==> src/rtl/beta_pkg.sv <==
// Shared beta core types and constants used by the control sequencer.
package beta_pkg;

    typedef enum logic [2:0] {
        IDLE,
        FETCH_REQ,
        FETCH_WAIT,
        DECODE,
        EXEC,
        TRAP
    } seq_state_t;

    localparam logic [3:0] TRAP_CAUSE_MISALIGNED = 4'd0;
    localparam logic [3:0] TRAP_CAUSE_ILLEGAL    = 4'd2;
    localparam logic [3:0] TRAP_CAUSE_UOVERRUN   = 4'd15;

    // ADDI x0,x0,0
    localparam logic [31:0] NOP_INSTR = 32'h0000_0013;

endpackage

==> src/rtl/beta_cu_sequencer.sv <==
// Multicycle fetch/decode/micro-step sequencer: fetches into the IR, walks the micro-ROM, commits or traps.
// Latency N+3 cycles per N-word instruction; fetch waits on gnt/rvalid, EXEC holds while ustall_i.
module beta_cu_sequencer #(
    parameter int unsigned          XLEN      = 32,
    parameter logic [XLEN-1:0]      BOOT_ADDR = '0,
    parameter logic [XLEN-1:0]      TRAP_VEC  = 'h100,
    parameter int unsigned          USTEP_W   = 3,
    parameter logic [XLEN-1:0]      NOP_INSTR = beta_pkg::NOP_INSTR
) (
    input  logic                    clk_i,
    input  logic                    rstn_i,
    input  logic                    halt_i,
    output logic                    imem_req_o,
    output logic [XLEN-1:0]         imem_addr_o,
    input  logic                    imem_gnt_i,
    input  logic                    imem_rvalid_i,
    input  logic [XLEN-1:0]         imem_rdata_i,
    output logic [XLEN-1:0]         ir_o,
    input  logic [8:0]              cu_addr_i,
    input  logic                    invalid_instr_i,
    output logic [9+USTEP_W-1:0]    urom_addr_o,
    output logic                    urom_en_o,
    input  logic                    ustall_i,
    input  logic                    ulast_i,
    input  logic                    upc_we_i,
    input  logic [XLEN-1:0]         upc_i,
    output logic [XLEN-1:0]         pc_o,
    output logic                    instret_o,
    output logic                    trap_o,
    output logic [3:0]              trap_cause_o,
    output logic [XLEN-1:0]         trap_epc_o
);

    import beta_pkg::*;

    localparam logic [USTEP_W-1:0] USTEP_MAX = '1;

    seq_state_t             state_q, state_d;
    logic [XLEN-1:0]        pc_q, pc_d;
    logic [XLEN-1:0]        ir_q, ir_d;
    logic [XLEN-1:0]        epc_q, epc_d;
    logic [USTEP_W-1:0]     ustep_q, ustep_d;
    logic [3:0]             cause_q, cause_d;
    logic [3:0]             tcause_q, tcause_d;
    logic                   instret_q, instret_d;

    logic                   target_misaligned;
    logic [XLEN-1:0]        pc_commit;

    assign target_misaligned = upc_we_i && (upc_i[1:0] != 2'b00);
    assign pc_commit         = upc_we_i ? upc_i : pc_q + XLEN'(4);

    always_comb begin
        state_d   = state_q;
        pc_d      = pc_q;
        ir_d      = ir_q;
        epc_d     = epc_q;
        ustep_d   = ustep_q;
        cause_d   = cause_q;
        tcause_d  = tcause_q;
        instret_d = 1'b0;

        case (state_q)
            IDLE: begin
                if (!halt_i) begin
                    state_d = FETCH_REQ;
                end
            end
            FETCH_REQ: begin
                if (imem_gnt_i) begin
                    state_d = FETCH_WAIT;
                end
            end
            FETCH_WAIT: begin
                if (imem_rvalid_i) begin
                    ir_d    = imem_rdata_i;
                    state_d = DECODE;
                end
            end
            DECODE: begin
                if (invalid_instr_i) begin
                    cause_d = TRAP_CAUSE_ILLEGAL;
                    state_d = TRAP;
                end else begin
                    ustep_d = '0;
                    state_d = EXEC;
                end
            end
            EXEC: begin
                // Stall outranks ulast_i so a stalled last word never commits early.
                if (ustall_i) begin
                    state_d = EXEC;
                end else if (ulast_i && target_misaligned) begin
                    cause_d = TRAP_CAUSE_MISALIGNED;
                    state_d = TRAP;
                end else if (ulast_i) begin
                    pc_d      = pc_commit;
                    instret_d = 1'b1;
                    state_d   = halt_i ? IDLE : FETCH_REQ;
                end else if (ustep_q == USTEP_MAX) begin
                    cause_d = TRAP_CAUSE_UOVERRUN;
                    state_d = TRAP;
                end else begin
                    ustep_d = ustep_q + 1'b1;
                end
            end
            TRAP: begin
                tcause_d = cause_q;
                epc_d    = pc_q;
                pc_d     = TRAP_VEC;
                ustep_d  = '0;
                state_d  = FETCH_REQ;
            end
            default: begin
                state_d = IDLE;
            end
        endcase
    end

    always_ff @(posedge clk_i or negedge rstn_i) begin
        if (!rstn_i) begin
            state_q   <= IDLE;
            pc_q      <= BOOT_ADDR;
            ir_q      <= NOP_INSTR;
            epc_q     <= '0;
            ustep_q   <= '0;
            cause_q   <= TRAP_CAUSE_MISALIGNED;
            tcause_q  <= '0;
            instret_q <= 1'b0;
        end else begin
            state_q   <= state_d;
            pc_q      <= pc_d;
            ir_q      <= ir_d;
            epc_q     <= epc_d;
            ustep_q   <= ustep_d;
            cause_q   <= cause_d;
            tcause_q  <= tcause_d;
            instret_q <= instret_d;
        end
    end

    assign imem_req_o   = (state_q == FETCH_REQ);
    assign urom_en_o    = (state_q == EXEC);
    assign trap_o       = (state_q == TRAP);
    assign imem_addr_o  = pc_q;
    assign pc_o         = pc_q;
    assign ir_o         = ir_q;
    assign urom_addr_o  = {cu_addr_i, ustep_q};
    assign instret_o    = instret_q;
    assign trap_cause_o = tcause_q;
    assign trap_epc_o   = epc_q;

endmodule

==> config.mk <==
export PLATFORM = sky130hd
export DESIGN_NAME = beta_cu_sequencer
export DESIGN_NICKNAME = d
export VERILOG_FILES = /design/src/rtl/beta_pkg.sv /design/src/rtl/beta_cu_sequencer.sv
export SDC_FILE = /design/constraint.sdc
export NUM_CORES = 1
export LEC_CHECK = 0
export ABC_CLOCK_PERIOD_IN_PS = 2300
export CAP_MARGIN = 20
export CORE_MARGIN = 3
export CORE_UTILIZATION = 30
export CTS_CLUSTER_SIZE = 28
export DETAILED_ROUTE_END_ITERATION = 10
export HOLD_SLACK_MARGIN = 0.06
export PLACE_DENSITY = 0.62
export RECOVER_POWER = 100
export SYNTH_ARGS = -nofsm -noshare
export SYNTH_HDL_FRONTEND = slang
export SYNTH_SLANG_ARGS = --single-unit
==> constraint.sdc <==
create_clock -name clk_i -period 2.3 [get_ports clk_i]
set_input_delay 0.69 -clock clk_i [delete_from_list [all_inputs] [get_ports clk_i]]
set_output_delay 0.69 -clock clk_i [all_outputs]
set_load 0.05 [all_outputs]
==> results of run 1 <==
-- cell families after synthesis --
family	share of synthesized area [%]
buf+inv	9.178
mux	7.770
flops	50.31
simple gates	19.18
fa+ha+maj	0.7043
xor+xnor	4.437
compound gates	8.427
-- state kept, by name, summed over array words and instances (netlist names) --
register / cells
instret_o: 1
ustep_q: 3
state_q: 3
trap_cause_o: 2
imem_addr_o: 32
ir_o: 32
cause_q: 2
trap_epc_o: 32
-- timing repair --
| action | 4_1_cts | 5_1_grt |
|---|---|---|
| gates resized for setup | 1 | 6 |
| endpoints found under the hold margin | 0 | 0 |
| gates cloned | 0 | 0 |
| pin swaps | 0 | 0 |
| endpoints found under the setup margin | 3 | 6 |
| hold buffers | 0 | 0 |
-- cell type report --
cell class / instances / area (sq um) / area share (%)
clock buffers: 9 / 225.2 / 3.054
clock inverters: 7 / 58.81 / 0.7974
inverters: 10 / 37.54 / 0.5090
multi-input cells: 352 / 2148 / 29.13
flip-flops and latches: 107 / 2681 / 36.36
well taps: 225 / 281.5 / 3.817
repair buffers: 251 / 1942 / 26.33
-- per-stage QoR --
step,hold slack (ns),setup TNS (ns),power (mW)
2_1_floorplan,0.3944,0,7.932
3_3_place_gp,0.4590,-2.880,10.03
3_5_place_dp,0.4620,-3.941,10.12
4_1_cts,0.3460,0,11.68
5_1_grt,0.5001,0,11.60
6_report,0.4770,0,11.03
-- synthesized netlist by cell type, types with 5 or more instances --
cell | n | area share, %
nand4_1 | 6 | 0.70
nor2_1 | 19 | 1.3
mux2_2 | 35 | 7.4
a32oi_1 | 12 | 2.0
buf_2 | 9 | 0.85
and3_1 | 8 | 0.94
xor2_1 | 8 | 1.3
nor3_1 | 10 | 0.94
buf_4 | 44 | 6.2
xnor2_1 | 19 | 3.1
inv_1 | 9 | 0.63
clkbuf_1 | 13 | 0.92
nand2_1 | 123 | 8.7
o21ai_0 | 33 | 3.1
a21oi_1 | 7 | 0.66
dfrtp_1 | 104 | 49
nor4_1 | 5 | 0.59
nand3_1 | 26 | 2.4
-- worst min path at each step --
stage / start / end / slack [ns] / cells after the start
2_1_floorplan: rstn_i / cause_q[1] / 0.39 / 0
3_3_place_gp: trap_epc_o[16] / trap_epc_o[16] / 0.46 / 2
3_5_place_dp: trap_epc_o[30] / trap_epc_o[30] / 0.46 / 2
4_1_cts: rstn_i / ir_o[2] / 0.35 / 1
5_1_grt: trap_epc_o[4] / trap_epc_o[4] / 0.50 / 2
6_report: trap_epc_o[13] / trap_epc_o[13] / 0.48 / 2
-- metal layers --
layer  vias up  wire length [um]
li1       2185                 -
met1      2258              6653
met2       167              8063
met3        13              1294
met4         0               188
met5         -                 0
-- power groups by stage --
stage          sequential [mW]  clock, mW  combinational [mW]
2_1_floorplan             5.40          0                2.53
3_3_place_gp              3.20          0                6.82
3_5_place_dp              3.23          0                6.89
4_1_cts                   3.20       1.58                6.91
5_1_grt                   3.30       1.65                6.64
6_report                  3.17       1.53                6.33
==> metrics.md, run 1 <==
| Metric | Value |
|---|---|
| Outcome | finished clean |
| ANT nets after route | 0 |
| Part of the power in combinational logic | 57.4% |
| Final Setup Violations | 0 |
| Vias per cell | 4.811 |
| Final core occ | 42.49% |
| WP data arrival | 1.55 ns |
| CP max stage delay | 0.83 ns |
| Clock Skews | 0.006285 ns |
| Routed vias | 4623 |
| Worst reg2reg path startpoint | imem_addr_o[10] |
| Min cycle time layout | 2.244 ns |
| Met2 GRT Util | 28.30% |
| Pint | 5.135 mW |
| Worst ir drop on vdd | 647.7 uV |
| Commonest cells after routing, fill and taps aside | clkdlybuf4s50_1, nand2_1, dfrtp_1, clkbuf_1, mux2_2 |
| First-pass GRT wire length | 25560 um |
| Clock transition at the registers of the reported paths | 0.08 ns |
| CP Cell Sequence | clkdlybuf4s50_1 |
| DP Area | 7463 sq um |
| Crit-path slowest cell | clkdlybuf4s50_1 |
| Clock Path Buffers | 2 |
| Hold Path Class | register to register |
| Largest net degree at the start of global routing | 50 |
| Number of detailed-route iterations in the first pass | 4 |
| Antenna Cells | 0 |
| Gpl congestion | 0.7858 |
| Final hold violation count | 0 |
| CP endpoint kind | output port |
| Number of global-route vias before repair | 4696 |
| Worst Path Buf+Inv | 1 |
| Post-Layout Cell Count | 961 |
| CTS buffer count | 9 |
| Fillers | 1679 |
| Slew of the pin with the lowest slew margin | 1.066 ns |
| P_leak | 3.184 nW |
| Post-Place Setup Slack | -0.2091 ns |
| Synth cell types | 46 |
| Area Growth Syn to Fin | 38.36% |
| Psw | 5.895 mW |
| Setup crit end | ir_o[31] |
| DP Wirelength | 11930 um |
| Clock power frac | 13.9% |
| CP Launch Point | ir_o[31] |
| Die width | 139.3 um |
| Netlist area before placement | 5330 sq um |
| CTS H-tree lvls | 3 |
| Number of max-cap violations | 0 |
| R2R setup slack | 0.23 ns |
| Busiest grt layer | met2 |
| Iter 0 DRT Violations | 380 |
| Max-slew violations | 0 |
| Slew headroom | 28.93% |
| R2r worst-path depth | 5 |
| Cell Pwr Density | 1496 nW/um^2 |
| Die Y | 139.3 um |
| Flop pwr share | 28.8% |
| Worst skew pair latency | 0.36 ns |
| Most common cell after layout, fill and taps aside | clkdlybuf4s50_1 |
| Yosys Warn Count | 0 |
| Sequential cell area fraction in the yosys report | 50.31% |
| Max Clk Rate | 445.7 MHz |
| Met1 Usage GRT | 20.73% |
| Final cycle utilization of the critical path | 97.54% |
| I/O pin count | 230 |
| Met3 usage | 4.399% |
| Total clock sinks | 107 |
| Nets | 816 |
| EDFF count, synth | 0 |
| Mapped Nets | 625 |
| Routed WL | 16200 um |
| Critical Path RT | 1.61 ns |
| Avg Cell Area, Syn | 9.871 sq um |
| CTS tree | done |
| Setup WS post-layout | 0.05650 ns |
| Gr ovfl total | 0 |
| DP Cell Count | 945 |
| Root Buffer | clkbuf_16 |
| Post-synth ARST share | 100.0% |
| Top Family by Delay on Critical Path | buffers and inverters |
| Reg2reg end | imem_addr_o[20] |
| Crit Path Class | register to output port |
| Post CTS Setup Buffer Count | 0 |
| Die area | 19400 sq um |
| Initial core utilization | 30.71% |
| Crit-path max FO | 2 |
| Sw Share | 53.44% |
| Drt drc | 0 |
| Mapped Cells | 540 |
| Crit path launch type | register |
| GRT Total Usage | 16.46% |
| Share of layout cells above drive strength 1 | 15.63% |
| Finished Cell Area | 7375 sq um |
| Yosys reg bits | 107 |
| I/O Buffers | 211 |
| Top_reg_cell synth | dfrtp_1 |
| Site row count | 48 |
| WL per Instance | 16.86 um |
| RSZ-0062 raised after global routing | false |
| Core box area | 17360 sq um |
| Antenna violations before repair | 0 |
| Crit path depth | 1 |
(Power assumes the default switching activity.)
==> inputs of run 2 (changes only) <==
--- a/config.mk
+++ b/config.mk
@@ -7,12 +7,15 @@
 export LEC_CHECK = 0
 export ABC_CLOCK_PERIOD_IN_PS = 2300
 export CAP_MARGIN = 20
+export CELL_PAD_IN_SITES_DETAIL_PLACEMENT = 1
+export CELL_PAD_IN_SITES_GLOBAL_PLACEMENT = 1
 export CORE_MARGIN = 3
 export CORE_UTILIZATION = 30
 export CTS_CLUSTER_SIZE = 28
 export DETAILED_ROUTE_END_ITERATION = 10
+export GPL_TIMING_DRIVEN = 0
 export HOLD_SLACK_MARGIN = 0.06
-export PLACE_DENSITY = 0.62
+export PLACE_DENSITY = 0.8
 export RECOVER_POWER = 100
 export SYNTH_ARGS = -nofsm -noshare
 export SYNTH_HDL_FRONTEND = slang
==> constraint.sdc (replaced) <==
create_clock -name clk_i -period 2.3 [get_ports clk_i]
set_input_delay 0.69 -clock clk_i [delete_from_list [all_inputs] [get_ports clk_i]]
set_output_delay 0.69 -clock clk_i [all_outputs]
set_load 0.1 [all_outputs]
==> run 2 against run 1 <==
Fmax decreased by 2.2%. Global-route usage increased by 2.5 points. Non-clock buffer count increased by 47. Wire length increased by 13%. Worst hold slack got worse by 0.0032 ns. First-iteration DRC count decreased by 33%. Final cell count increased by 4.9%. Critical path type is now input pin to output port. Largest cell class is now buffers.
==> metrics.md, run 2 (synthesis results as in run 1) <==
| Metric | Value |
|---|---|
| Slew of the pin with the lowest slew margin | 1.286 ns (was 1.066 ns) |
| Iter 0 DRT Violations | 256 (was 380) |
| Root Buffer | clkbuf_16 (unchanged) |
| Finished Cell Area | 8307 sq um (was 7375 sq um) |
| DP Wirelength | 13360 um (was 11930 um) |
| Most common cell after layout, fill and taps aside | nand2_1 (was clkdlybuf4s50_1) |
| Die width | 139.3 um (unchanged) |
| Hold_ws | 0.4738 ns (was 0.4770 ns) |
| CTS buffer count | 9 (unchanged) |
| CP Cell Sequence | buf_4 -> dlygate4sd2_1 (was clkdlybuf4s50_1) |
| Vias per cell | 4.834 (was 4.811) |
| Final cycle utilization of the critical path | 99.73% (was 97.54%) |
| CTS H-tree lvls | 3 (unchanged) |
| Number of detailed-route iterations in the first pass | 4 (unchanged) |
| CP endpoint kind | output port (unchanged) |
| Gr ovfl total | 0 (unchanged) |
| Initial core utilization | 30.71% (unchanged) |
| Antenna Cells | 0 (unchanged) |
| ANT nets after route | 0 (unchanged) |
| Max Clk Rate | 436.0 MHz (was 445.7 MHz) |
| Routed WL | 18230 um (was 16200 um) |
| Final core occ | 47.86% (was 42.49%) |
| Number of global-route vias before repair | 5227 (was 4696) |
| I/O pin count | 230 (unchanged) |
| Top Family by Delay on Critical Path | buffers and inverters (unchanged) |
| Outcome | finished clean (unchanged) |
| Gpl congestion | 0.7669 (was 0.7858) |
| Antenna violations before repair | 0 (unchanged) |
| Die Y | 139.3 um (unchanged) |
| WP data arrival | 1.60 ns (was 1.55 ns) |
| Site row count | 48 (unchanged) |
| Crit Path Class | input pin to output port (was register to output port) |
| GRT Total Usage | 19.00% (was 16.46%) |
| Crit-path slowest cell | dlygate4sd2_1 (was clkdlybuf4s50_1) |
| CP max stage delay | 0.84 ns (was 0.83 ns) |
| Final Setup Violations | 0 (unchanged) |
| Final hold violation count | 0 (unchanged) |
| Share of layout cells above drive strength 1 | 32.06% (was 15.63%) |
| Largest net degree at the start of global routing | 61 (was 50) |
| Fillers | 1942 (was 1679) |
| WL per Instance | 18.09 um (was 16.86 um) |
| I/O Buffers | 219 (was 211) |
| Number of max-cap violations | 0 (unchanged) |
| Clock Path Buffers | 2 (unchanged) |
| Worst Path Buf+Inv | 2 (was 1) |
| Total clock sinks | 107 (unchanged) |
| Worst skew pair latency | 0.35 ns (was 0.36 ns) |
| Area Growth Syn to Fin | 55.85% (was 38.36%) |
| Die area | 19400 sq um (unchanged) |
| Routed vias | 4873 (was 4623) |
| Crit path launch type | input pin (was register) |
| DP Area | 7860 sq um (was 7463 sq um) |
| Hold Path Class | register to register (unchanged) |
| Commonest cells after routing, fill and taps aside | nand2_1, dfrtp_1, clkdlybuf4s50_1, clkdlybuf4s15_2, buf_4 (was clkdlybuf4s50_1, nand2_1, dfrtp_1, clkbuf_1, mux2_2) |
| Critical Path RT | 1.61 ns (about the same) |
| First-pass GRT wire length | 29430 um (was 25560 um) |
| Core box area | 17360 sq um (unchanged) |
| Crit-path max FO | 1 (was 2) |
| Clock transition at the registers of the reported paths | 0.08 ns (about the same) |
| Drt drc | 0 (unchanged) |
| Clock Skews | 0.007758 ns (was 0.006285 ns) |
| Min cycle time layout | 2.294 ns (was 2.244 ns) |
| RSZ-0062 raised after global routing | true (was false) |
| CTS Hold Bufs | 0 (unchanged) |
| CTS tree | done (unchanged) |
| Nets | 863 (was 816) |
| Max-slew violations | 0 (unchanged) |
| Slew headroom | 14.24% (was 28.93%) |
==> run 2: routing by layer <==
layer  vias to the layer above  track usage (%)  part of all wire [%]
li1                       2284                -                     -
met1                      2419            25.09                    43
met2                       150            31.48                    50
met3                        20            4.708                   5.9
met4                         0            4.634                   1.5
met5                         -                0                     0
==> run 2: repair_timing <==
item	4_1_cts	5_1_grt
setup endpoints to repair	181	119
buffers inserted	1	7
gates resized for setup	334	85
pin swaps	2	2
gates cloned	0	1
==> run 2: worst paths after layout <==
| path | start | cells past startpoint | slack (ns) | endpoint |
|---|---|---|---|---|
| setup reg to reg | state_q[0] | 5 | 0.17 | ir_o[28] |
| min in group asynchronous | rstn_i | 1 | 0.60 | ir_o[2] |
| setup / recovery | cu_addr_i[6] | 2 | 0.006 | urom_addr_o[9] |
| max in group asynchronous | rstn_i | 2 | 0.50 | ustep_q[1] |
| hold / removal | trap_epc_o[19] | 2 | 0.47 | trap_epc_o[19] |
| hold reg to reg | trap_epc_o[19] | 2 | 0.47 | trap_epc_o[19] |
==> run 2: cell type report <==
cell class              instances  area [sq um]  share of cell area (%)
flip-flops and latches        107          2706                   32.58
repair buffers                229          2268                   27.31
multi-input cells             352          2207                   26.57
plain buffers                  69         489.2                   5.889
well taps                     225         281.5                   3.389
clock buffers                   9         225.2                   2.711
clock inverters                 7         86.33                   1.039
inverters                      10         42.54                  0.5121
==> run 2: through the flow <==
step / setup TNS (ns) / worst slack (ns) / std cells
6_report: 0 / 0.006309 / 1008
4_1_cts: -0.2938 / -0.1217 / 1002
3_3_place_gp: -460.13 / -4.372 / 984
5_1_grt: -0.02046 / -0.02046 / 1008
3_5_place_dp: -36.65 / -1.223 / 985
2_1_floorplan: 0 / 0.01249 / 540
==> run 2: worst reg2reg max path, stage by stage, from the launching register on <==
cell     delay (ns)
dfrtp_1        0.43
buf_8          0.15
buf_4          0.14
nor4b_2        0.54
buf_2          0.37
mux2_2         0.38
Power of run 2 is not shown: default switching activity piles up to over one toggle a cycle in this logic, so the estimate is an artifact.
